--- src/rtl/alu_pkg.sv ---
// ---------------------------------------------------------------------------
// alu_pkg
//   Shared definitions for the ALU functional unit and its operation
//   sequencer: opcode constants, flag bit positions inside the 4-bit flag
//   word {rsvd/illegal, Zero, Carry, Ovf}, and the sequencer FSM encoding.
// ---------------------------------------------------------------------------
package alu_pkg;

   // Opcodes. 4'h6 is deliberately left undefined; the sequencer accepts it
   // and reports it through the ILLEGAL flag instead of trusting the ALU.
   localparam logic [3:0] INCA   = 4'h0;  // A + 1
   localparam logic [3:0] ADD    = 4'h1;  // A + B
   localparam logic [3:0] SUB    = 4'h2;  // A - B (carry = borrow)
   localparam logic [3:0] AND_OP = 4'h3;  // A & B
   localparam logic [3:0] OR_OP  = 4'h4;  // A | B
   localparam logic [3:0] XOR_OP = 4'h5;  // A ^ B
   localparam logic [3:0] UNDEF  = 4'h6;  // undefined opcode
   localparam logic [3:0] PASSB  = 4'h7;  // B
   localparam logic [3:0] NOTA   = 4'h8;  // ~A
   localparam logic [3:0] ONES   = 4'h9;  // all ones

   // Bit positions inside the 4-bit flag word.
   localparam int OVF     = 0;
   localparam int CARRY   = 1;
   localparam int ZERO    = 2;
   localparam int ILLEGAL = 3;

   // Flag word reported for the undefined opcode.
   localparam logic [3:0] ILLEGAL_FLAGS = 4'b1000;

   // Sequencer FSM encoding.
   typedef enum logic [1:0] {
      ST_IDLE = 2'd0,
      ST_EXEC = 2'd1,
      ST_RESP = 2'd2
   } seq_state_e;

endpackage

--- src/rtl/alu_op_sequencer_if.sv ---
// ---------------------------------------------------------------------------
// alu_op_sequencer_if
//   Bundles the request channel, the registered drive to / result from the
//   peer combinational ALU, the response channel, the sticky-zero control and
//   the completed-operation counter of alu_op_sequencer.
//
//   Handshake rule (both channels): a transfer happens on the rising clock
//   edge where VALID and READY are both high; VALID, once raised, holds its
//   payload stable until that edge; READY may depend combinationally on the
//   other side's signals.
//
//   Modports:
//     master : environment side (request producer, ALU, response consumer)
//     slave  : alu_op_sequencer side
// ---------------------------------------------------------------------------
interface alu_op_sequencer_if #(
   parameter int CNT_W = 16
);
   // request channel
   logic             REQ_VALID;
   logic             REQ_READY;
   logic [3:0]       REQ_INST;
   logic [31:0]      REQ_A;
   logic [31:0]      REQ_B;
   logic             REQ_ACC;
   // peer ALU
   logic [31:0]      ALU_A;
   logic [31:0]      ALU_B;
   logic [3:0]       ALU_INST;
   logic [31:0]      ALU_Z;
   logic [3:0]       ALU_FLAGS;
   // response channel
   logic             RSP_VALID;
   logic             RSP_READY;
   logic [31:0]      RSP_Z;
   logic [3:0]       RSP_FLAGS;
   // status
   logic             STICKY_ZERO;
   logic             STICKY_CLR;
   logic [CNT_W-1:0] OP_COUNT;

   modport master (
      output REQ_VALID, REQ_INST, REQ_A, REQ_B, REQ_ACC,
      output ALU_Z, ALU_FLAGS,
      output RSP_READY, STICKY_CLR,
      input  REQ_READY, ALU_A, ALU_B, ALU_INST,
      input  RSP_VALID, RSP_Z, RSP_FLAGS, STICKY_ZERO, OP_COUNT
   );

   modport slave (
      input  REQ_VALID, REQ_INST, REQ_A, REQ_B, REQ_ACC,
      input  ALU_Z, ALU_FLAGS,
      input  RSP_READY, STICKY_CLR,
      output REQ_READY, ALU_A, ALU_B, ALU_INST,
      output RSP_VALID, RSP_Z, RSP_FLAGS, STICKY_ZERO, OP_COUNT
   );

endinterface

--- src/rtl/alu_op_sequencer.sv ---
// ---------------------------------------------------------------------------
// alu_op_sequencer
//   Accepts one ALU request, registers its operands onto the peer
//   combinational ALU, captures the ALU result one cycle later and presents
//   it on the response channel until it is taken. At most one operation is
//   in flight; a new request may be accepted on the same edge the pending
//   response is taken, giving one operation per two cycles.
//
//   Ports:
//     CLK          rising-edge clock
//     RST_N        asynchronous active-low reset
//     bus          alu_op_sequencer_if.slave (request, ALU, response,
//                  sticky-zero and op-count signals)
//     dbg_state_o  current FSM state
//
//   Build option:
//     ALU_SEQ_ACC_EN  when defined, REQ_ACC=1 at accept substitutes ALU_A
//                     with an accumulator that reloads from RSP_Z at every
//                     capture. When undefined REQ_ACC is ignored.
// ---------------------------------------------------------------------------
module alu_op_sequencer
   import alu_pkg::*;
#(
   parameter int CNT_W = 16
) (
   input  logic              CLK,
   input  logic              RST_N,
   alu_op_sequencer_if.slave bus,
   output seq_state_e        dbg_state_o
);

   seq_state_e       state_q, state_d;
   logic             req_ready;
   logic             accept;
   logic             capture;
   logic             rsp_hs;

   logic [31:0]      alu_a_q, alu_a_d;
   logic [31:0]      alu_b_q, alu_b_d;
   logic [3:0]       alu_inst_q, alu_inst_d;
   logic [31:0]      rsp_z_q, rsp_z_d;
   logic [3:0]       rsp_flags_q, rsp_flags_d;
   logic             rsp_valid_q, rsp_valid_d;
   logic             sticky_q, sticky_d;
   logic [CNT_W-1:0] cnt_q, cnt_d;

   logic [31:0]      cap_z;
   logic [3:0]       cap_flags;
   logic [31:0]      a_src;

   // -----------------------------------------------------------------------
   // FSM: next state, request ready and capture strobe.
   // In RESP, READY follows RSP_READY combinationally so a new request can
   // be taken on the same edge the current response leaves.
   // -----------------------------------------------------------------------
   always_comb begin
      state_d   = state_q;
      req_ready = 1'b0;
      capture   = 1'b0;
      case (state_q)
         ST_IDLE: begin
            req_ready = 1'b1;
            if (bus.REQ_VALID) state_d = ST_EXEC;
         end
         ST_EXEC: begin
            capture = 1'b1;
            state_d = ST_RESP;
         end
         ST_RESP: begin
            req_ready = bus.RSP_READY;
            if (bus.RSP_READY) state_d = bus.REQ_VALID ? ST_EXEC : ST_IDLE;
         end
         default: state_d = ST_IDLE;
      endcase
   end

   assign accept = bus.REQ_VALID & req_ready;
   assign rsp_hs = rsp_valid_q & bus.RSP_READY;

   // -----------------------------------------------------------------------
   // Operand A source (accumulator substitution when built in).
   // -----------------------------------------------------------------------
`ifdef ALU_SEQ_ACC_EN
   logic [31:0] acc_q, acc_d;

   assign a_src = bus.REQ_ACC ? acc_q : bus.REQ_A;
   assign acc_d = capture ? cap_z : acc_q;

   always_ff @(posedge CLK or negedge RST_N) begin
      if (!RST_N) acc_q <= '0;
      else        acc_q <= acc_d;
   end
`else
   logic unused_req_acc;

   assign unused_req_acc = bus.REQ_ACC;
   assign a_src          = bus.REQ_A;
`endif

   // The undefined opcode never trusts the ALU: result 0, ILLEGAL flag only.
   always_comb begin
      if (alu_inst_q == UNDEF) begin
         cap_z     = '0;
         cap_flags = ILLEGAL_FLAGS;
      end else begin
         cap_z     = bus.ALU_Z;
         cap_flags = bus.ALU_FLAGS;
      end
   end

   // -----------------------------------------------------------------------
   // Datapath next-state.
   // -----------------------------------------------------------------------
   always_comb begin
      alu_a_d     = alu_a_q;
      alu_b_d     = alu_b_q;
      alu_inst_d  = alu_inst_q;
      rsp_z_d     = rsp_z_q;
      rsp_flags_d = rsp_flags_q;
      rsp_valid_d = rsp_valid_q;

      if (accept) begin
         alu_a_d    = a_src;
         alu_b_d    = bus.REQ_B;
         alu_inst_d = bus.REQ_INST;
      end

      if (capture) begin
         rsp_z_d     = cap_z;
         rsp_flags_d = cap_flags;
         rsp_valid_d = 1'b1;
      end else if (rsp_hs) begin
         rsp_valid_d = 1'b0;
      end

      // A zero capture in the same cycle as a clear leaves the flag set.
      sticky_d = (sticky_q & ~bus.STICKY_CLR) | (capture & cap_flags[ZERO]);
      cnt_d    = cnt_q + CNT_W'(rsp_hs);
   end

   // -----------------------------------------------------------------------
   // State registers.
   // -----------------------------------------------------------------------
   always_ff @(posedge CLK or negedge RST_N) begin
      if (!RST_N) begin
         state_q     <= ST_IDLE;
         alu_a_q     <= '0;
         alu_b_q     <= '0;
         alu_inst_q  <= '0;
         rsp_z_q     <= '0;
         rsp_flags_q <= '0;
         rsp_valid_q <= 1'b0;
         sticky_q    <= 1'b0;
         cnt_q       <= '0;
      end else begin
         state_q     <= state_d;
         alu_a_q     <= alu_a_d;
         alu_b_q     <= alu_b_d;
         alu_inst_q  <= alu_inst_d;
         rsp_z_q     <= rsp_z_d;
         rsp_flags_q <= rsp_flags_d;
         rsp_valid_q <= rsp_valid_d;
         sticky_q    <= sticky_d;
         cnt_q       <= cnt_d;
      end
   end

   assign bus.REQ_READY   = req_ready;
   assign bus.ALU_A       = alu_a_q;
   assign bus.ALU_B       = alu_b_q;
   assign bus.ALU_INST    = alu_inst_q;
   assign bus.RSP_VALID   = rsp_valid_q;
   assign bus.RSP_Z       = rsp_z_q;
   assign bus.RSP_FLAGS   = rsp_flags_q;
   assign bus.STICKY_ZERO = sticky_q;
   assign bus.OP_COUNT    = cnt_q;
   assign dbg_state_o     = state_q;

endmodule

--- src/flat_wrapper.sv ---
// flat-port wrapper written by rule: the top's interface ports become plain ports
module alu_op_sequencer_flat import alu_pkg::*;
#(
   parameter int CNT_W = 16
)
  (CLK, RST_N, dbg_state_o, bus_REQ_VALID, bus_REQ_INST, bus_REQ_A, bus_REQ_B, bus_REQ_ACC, bus_ALU_Z, bus_ALU_FLAGS, bus_RSP_READY, bus_STICKY_CLR, bus_REQ_READY, bus_ALU_A, bus_ALU_B, bus_ALU_INST, bus_RSP_VALID, bus_RSP_Z, bus_RSP_FLAGS, bus_STICKY_ZERO, bus_OP_COUNT);
  alu_op_sequencer_if #(.CNT_W(CNT_W)) bus_i ();
  input  logic CLK;
  input  logic RST_N;
  output seq_state_e dbg_state_o;
  input wire logic [$bits(bus_i.REQ_VALID)-1:0] bus_REQ_VALID;
  input wire logic [$bits(bus_i.REQ_INST)-1:0] bus_REQ_INST;
  input wire logic [$bits(bus_i.REQ_A)-1:0] bus_REQ_A;
  input wire logic [$bits(bus_i.REQ_B)-1:0] bus_REQ_B;
  input wire logic [$bits(bus_i.REQ_ACC)-1:0] bus_REQ_ACC;
  input wire logic [$bits(bus_i.ALU_Z)-1:0] bus_ALU_Z;
  input wire logic [$bits(bus_i.ALU_FLAGS)-1:0] bus_ALU_FLAGS;
  input wire logic [$bits(bus_i.RSP_READY)-1:0] bus_RSP_READY;
  input wire logic [$bits(bus_i.STICKY_CLR)-1:0] bus_STICKY_CLR;
  output wire logic [$bits(bus_i.REQ_READY)-1:0] bus_REQ_READY;
  output wire logic [$bits(bus_i.ALU_A)-1:0] bus_ALU_A;
  output wire logic [$bits(bus_i.ALU_B)-1:0] bus_ALU_B;
  output wire logic [$bits(bus_i.ALU_INST)-1:0] bus_ALU_INST;
  output wire logic [$bits(bus_i.RSP_VALID)-1:0] bus_RSP_VALID;
  output wire logic [$bits(bus_i.RSP_Z)-1:0] bus_RSP_Z;
  output wire logic [$bits(bus_i.RSP_FLAGS)-1:0] bus_RSP_FLAGS;
  output wire logic [$bits(bus_i.STICKY_ZERO)-1:0] bus_STICKY_ZERO;
  output wire logic [$bits(bus_i.OP_COUNT)-1:0] bus_OP_COUNT;
  assign bus_i.REQ_VALID = bus_REQ_VALID;
  assign bus_i.REQ_INST = bus_REQ_INST;
  assign bus_i.REQ_A = bus_REQ_A;
  assign bus_i.REQ_B = bus_REQ_B;
  assign bus_i.REQ_ACC = bus_REQ_ACC;
  assign bus_i.ALU_Z = bus_ALU_Z;
  assign bus_i.ALU_FLAGS = bus_ALU_FLAGS;
  assign bus_i.RSP_READY = bus_RSP_READY;
  assign bus_i.STICKY_CLR = bus_STICKY_CLR;
  assign bus_REQ_READY = bus_i.REQ_READY;
  assign bus_ALU_A = bus_i.ALU_A;
  assign bus_ALU_B = bus_i.ALU_B;
  assign bus_ALU_INST = bus_i.ALU_INST;
  assign bus_RSP_VALID = bus_i.RSP_VALID;
  assign bus_RSP_Z = bus_i.RSP_Z;
  assign bus_RSP_FLAGS = bus_i.RSP_FLAGS;
  assign bus_STICKY_ZERO = bus_i.STICKY_ZERO;
  assign bus_OP_COUNT = bus_i.OP_COUNT;
  alu_op_sequencer #(.CNT_W(CNT_W)) u_core (.CLK(CLK), .RST_N(RST_N), .bus(bus_i), .dbg_state_o(dbg_state_o));
endmodule
--- config.mk ---
export PLATFORM = sky130hd
export DESIGN_NAME = alu_op_sequencer_flat
export DESIGN_NICKNAME = d
export VERILOG_FILES = /design/src/rtl/alu_pkg.sv /design/src/rtl/alu_op_sequencer_if.sv /design/src/rtl/alu_op_sequencer.sv /design/src/flat_wrapper.sv
export SDC_FILE = /design/constraint.sdc
export NUM_CORES = 1
export LEC_CHECK = 0
export BUFFER_PORTS_ARGS = -buffer_cell sky130_fd_sc_hd__buf_4
export CORE_MARGIN = 4
export CORE_UTILIZATION = 35
export CTS_CLUSTER_DIAMETER = 120
export DETAILED_ROUTE_END_ITERATION = 16
export SLEW_MARGIN = 25
export SYNTH_ARGS = -nofsm -noshare
export SYNTH_HDL_FRONTEND = slang
export SYNTH_SLANG_ARGS = --single-unit
--- constraint.sdc ---
create_clock -name CLK -period 1.66 [get_ports CLK]
set_input_delay 0.083 -clock CLK [delete_from_list [all_inputs] [get_ports CLK]]
set_output_delay 0.083 -clock CLK [all_outputs]
set_load 0.02 [all_outputs]
Word level (Yosys, flattened, before mapping). Cells that the tools add are included.

Add/subtract/negate cells: 1. Eq/ne operators: 5. Muxes and demuxes: 10. Bitwise operators: 6. Reductions and logical operators: 3.

Operator list (count): $mux 32 (1); $add 16x1->16 (1); $pmux 2 s3 (1); $and 1x1->1 (4); $eq 4x3->1 const B (1); $mux 1 (4); $mux 2 (2); $mux 4 (1); $ne 2x2->1 const B (2); $eq 2x1->1 const B (1); $eq 2x2->1 const B (1); $logic_not 2->1 (1); $pmux 1 s2 (1); $reduce_and 2->1 (1); $reduce_bool 2->1 (1); $not 1->1 (1); $or 1x1->1 (1).

Bits in registers: 124. Bits of input ports: 110. Output and inout bits: 125. Logic and storage cells: 34.

Logic depth before layout (Yosys ltp).
Depth after elaboration: 4. Mapped depth: 6. Gate-level depth less buffers: 6.

Worst setup path after synthesis. Ideal clock, no wire load.

Kind: reg-to-reg. From: reg u_core.state_q[1], in the netlist u_core.dbg_state_o[1]. To: reg u_core.alu_b_q[25], in the netlist u_core.bus.ALU_B[25]. Setup time: 0.127 ns. Arrival time: 1.521 ns. Path slack: 0.011 ns. Cell stages (with the launch flop): 6. Clock period less this slack: 1.649 ns. Cell sequence: dfrtp_1 nor2b_2 nor3b_4 buf_4 buf_6 mux2_1.

Word-level cells in the longest chain between the ends: 3.

Ends and longest elaborated chain: start: declaration (line alu_op_sequencer.sv:32) `seq_state_e state_q, state_d;`; start signal: assignment (line alu_op_sequencer.sv:156) `state_q <= state_d;`; $eq 2x2->1 / $logic_not 2->1 (equally long branches) (line alu_op_sequencer.sv:60) `case (state_q)`; $pmux 1 s2 (*) (line alu_op_sequencer.sv:60); $and 1x1->1 (*) (line alu_op_sequencer.sv:77) `assign accept = bus.REQ_VALID & req_ready;`; end signal: assignment (line alu_op_sequencer.sv:158) `alu_b_q <= alu_b_d;`; end: declaration (line alu_op_sequencer.sv:39) `logic [31:0] alu_b_q, alu_b_d;`.

Mark *: on every way between the ends. The rest lies on a longest branch, timed or not. A chain may end at the register's enable or synchronous reset.

Worst setup path in the final report.
From: reg u_core.state_q[1], in the netlist u_core.dbg_state_o[1]. To: reg u_core.alu_b_q[15], in the netlist u_core.bus.ALU_B[15].

Same word-level chain as after synthesis.

==> flow_metrics.tcl <==
set metrics [dict create \
    status "finished clean" \
    vias_per_cell 4.577 \
    drc 0 \
    finClkSkew_ns 0.008451 \
    grt_pass1_vias 4126 \
    drv_cap 0 \
    insertion_delay_ns 0.41 \
    nFillCells 962 \
    die-area_um2 15200 \
    area_growth_pct 79.48 \
    grt_pass1_wl_mm 21.26 \
    rows 41 \
    initialDrtViolationCount 108 \
    start_util_pct 36.27 \
    final_nets 771 \
    post_cts_buffers 0 \
    cts.sinks 124 \
    ir_worst_vdd_mv 0.8294 \
    worstSetupPathType "reg -> reg" \
    sequentialPowerShare_pct 36.1 \
    finalSetupTns_ns 0 \
    netlist_instances 301 \
    power.density_nw_per_um2 1475 \
    wirelength_mm 13.74 \
    p_sw_share_pct 32.23 \
    max_slew_margin_pct 73.42 \
    timing.fmax_ghz 0.6184 \
    syn-cell-area_um2 4652 \
    setup-violations-final 0 \
    fin_crit_sh_pct 97.41 \
    tritoncts "built" \
    path_max_fanout 40 \
    rsz0062_at_grt "true" \
    grt_max_degree 41 \
    antenna_found_initial 0 \
    ant_nets 0 \
    cp_data_arrival_time_ns 1.90 \
    holdCritPathClass "in -> async" \
    cp-end-kind "flop" \
    power_frac_clock_pct 29.2 \
    p_sw_mw 3.969 \
    hold_ws_ns 0.1850 \
    clk_path_buf_depth 2 \
    port_buffers 233 \
    fin_crit_ns 1.617 \
    yosysWarnings 0 \
    antennaDiodeCount 0 \
    worst_pin_slew_ns 0.3987 \
    first_pass_iters 4 \
    die_x_um 123.3 \
    fp.coreArea_um2 12820 \
    cts_buffers 17 \
    slew_viol_final 0 \
    track_usage_pct 18.20 \
    drive_gt1_share_pct 50.97 \
    dp_hpwl_mm 9.103 \
    htreeDepth 4 \
    ys_ff_latch 124 \
    ios 235 \
    die_y_um 123.3 \
    seq_area_frac_synth_pct 66.70 \
    worstPathRequired_ns 1.95 \
    grt-ovfl-total 0 \
    ys_types 26 \
    power.static_leakage_nw 4.015 \
    vias 3858 \
    cp-start-kind "flop" \
    cts-root-buf "clkbuf_16" \
    synth_nets 414 \
    hold_viol_final 0 \
    avgSynthCellArea_um2 15.46 \
    gp_congestion 0.7258 \
    r2r_cells 4 \
    path_clk_slew_ns 0.05 \
    intPower_mw 8.344 \
    wire_per_inst_um 16.30 \
    combPwrFrac_pct 34.7 \
]
-- cells in the final DEF (no fill, tap or decap), types with 2 or more instances in the layout --
cell / netlist / routed
a22o_1: 36 / 36
buf_12: 0 / 3
buf_4: 1 / 241
bufinv_16: 0 / 2
clkbuf_16: 0 / 17
clkbuf_8: 0 / 3
clkinv_2: 0 / 5
clkinv_4: 0 / 2
clkinvlp_4: 0 / 2
dfrtp_1: 124 / 124
dlygate4sd3_1: 0 / 107
ha_1: 3 / 3
inv_1: 5 / 5
mux2_1: 9 / 9
mux2_2: 59 / 59
nand2_1: 4 / 4
nand2b_1: 2 / 2
nand3_1: 7 / 7
nand4_1: 3 / 3
nor2_1: 4 / 4
nor3_1: 5 / 4
nor4_1: 4 / 2
nor4_2: 0 / 2
o21ai_0: 2 / 2
xnor2_1: 4 / 4
xor2_1: 10 / 10
-- worst paths after layout --
kind	from	to	slack, ns
min reg2reg	u_core.bus.OP_COUNT[15]	u_core.bus.OP_COUNT[15]	0.48
max in group asynchronous	RST_N	u_core.bus.ALU_A[2]	0.88
min	RST_N	u_core.bus.OP_COUNT[8]	0.19
max reg2reg	u_core.dbg_state_o[1]	u_core.bus.ALU_B[15]	0.04
min in group CLK	bus_REQ_VALID	u_core.dbg_state_o[0]	0.20
max	u_core.dbg_state_o[1]	u_core.bus.ALU_B[15]	0.04
-- synth_stat cells (all sizes together) --
| master | count | area share [%] |
|---|---|---|
| mux2 | 68 | 16 |
| nand2 | 4 | 0.32 |
| ha | 3 | 0.81 |
| xor2 | 10 | 1.9 |
| xnor2 | 4 | 0.75 |
| nand3 | 7 | 0.75 |
| nor2 | 5 | 0.46 |
| nor2b | 1 | 0.19 |
| o21ai | 2 | 0.22 |
| clkbuf | 3 | 0.24 |
| and2 | 1 | 0.13 |
| nand2b | 2 | 0.27 |
| inv | 5 | 0.40 |
| nor3b | 1 | 0.40 |
| nor4 | 4 | 0.54 |
| nor3 | 5 | 0.54 |
| buf | 11 | 1.4 |
| a21oi | 1 | 0.11 |
| dfrtp | 124 | 67 |
| a22o | 36 | 6.8 |
| nand4 | 3 | 0.40 |
| and4bb | 1 | 0.27 |
-- stage by stage --
stage / utilization, % / setup slack [ns] / total power [mW] / cell area [um2] / cells
floorplan: - / 0.01126 / 6.503 / 4652 / 301
global placement: 52.00 / 0.09667 / 8.499 / 6669 / 704
detailed placement: 52.00 / 0.04285 / 8.566 / 6669 / 704
CTS: 64.94 / 0.03273 / 12.44 / 8328 / 843
global route: 65.10 / -0.01505 / 12.91 / 8349 / 843
finish: 65.10 / 0.04304 / 12.31 / 8349 / 843
-- final cells by class --
class	count	area (um2)	area share, %
clock buffer	21	470.5	5.635
sequential	124	3103	37.16
multi-input combinational	158	1473	17.64
tap	172	215.2	2.578
inverter	5	18.77	0.2248
clock inverter	11	117.6	1.409
timing repair buffer	352	2952	35.35
-- registers in the layout (all words and copies together) (netlist names) --
name                    count
u_core.bus.ALU_A           32
u_core.bus.OP_COUNT        16
u_core.dbg_state_o          2
u_core.bus.ALU_INST         4
u_core.bus.RSP_FLAGS        4
u_core.bus.ALU_B           32
u_core.bus.STICKY_ZERO      1
u_core.bus.RSP_VALID        1
u_core.bus.RSP_Z           32
-- routing by layer --
layer	up-vias	share of wire, %	GRT usage [%]
li1	1805	-	-
met1	1863	38	20.81
met2	170	51	30.45
met3	20	9.0	6.496
met4	0	1.9	8.512
met5	-	0	0
-- timing repair --
item | in CTS | in global routing
hold endpoints to repair | 194 | 0
hold buffers | 107 | 0
setup endpoints to repair | 0 | 21
gates resized for setup | 0 | 4
-- worst max-delay path, cell delays in order, from the launching register on --
cell and delay, ns:
dfrtp_1 0.37, nor2b_2 0.17, nor3b_4 0.29, buf_12 0.27, mux2_2 0.38
-- power by group through the flow --
stage | Sequential [mW] | Clock, mW | Combinational (mW)
final | 4.44 | 3.60 | 4.27
after global routing | 4.55 | 3.84 | 4.51
after CTS | 4.43 | 3.69 | 4.31
after detailed placement | 4.46 | 0 | 4.10
after global placement | 4.45 | 0 | 4.05
after floorplan | 5.50 | 0 | 1.00
-- cells by family (layout without fill, tap and decap cells) --
kind of cell / Yosys count / after routing / synth area share (%)
adders and majority gates: 3 / 3 / 0.8070
AOI/OAI and AO/OA: 39 / 39 / 7.100
and+or+nand+nor: 34 / 34 / 4.276
muxes: 68 / 68 / 16.46
DFF: 124 / 124 / 66.70
buffers and inverters: 19 / 389 / 2.017
xor gates and xnor gates: 14 / 14 / 2.636
Power figures use the tool's default switching activity.
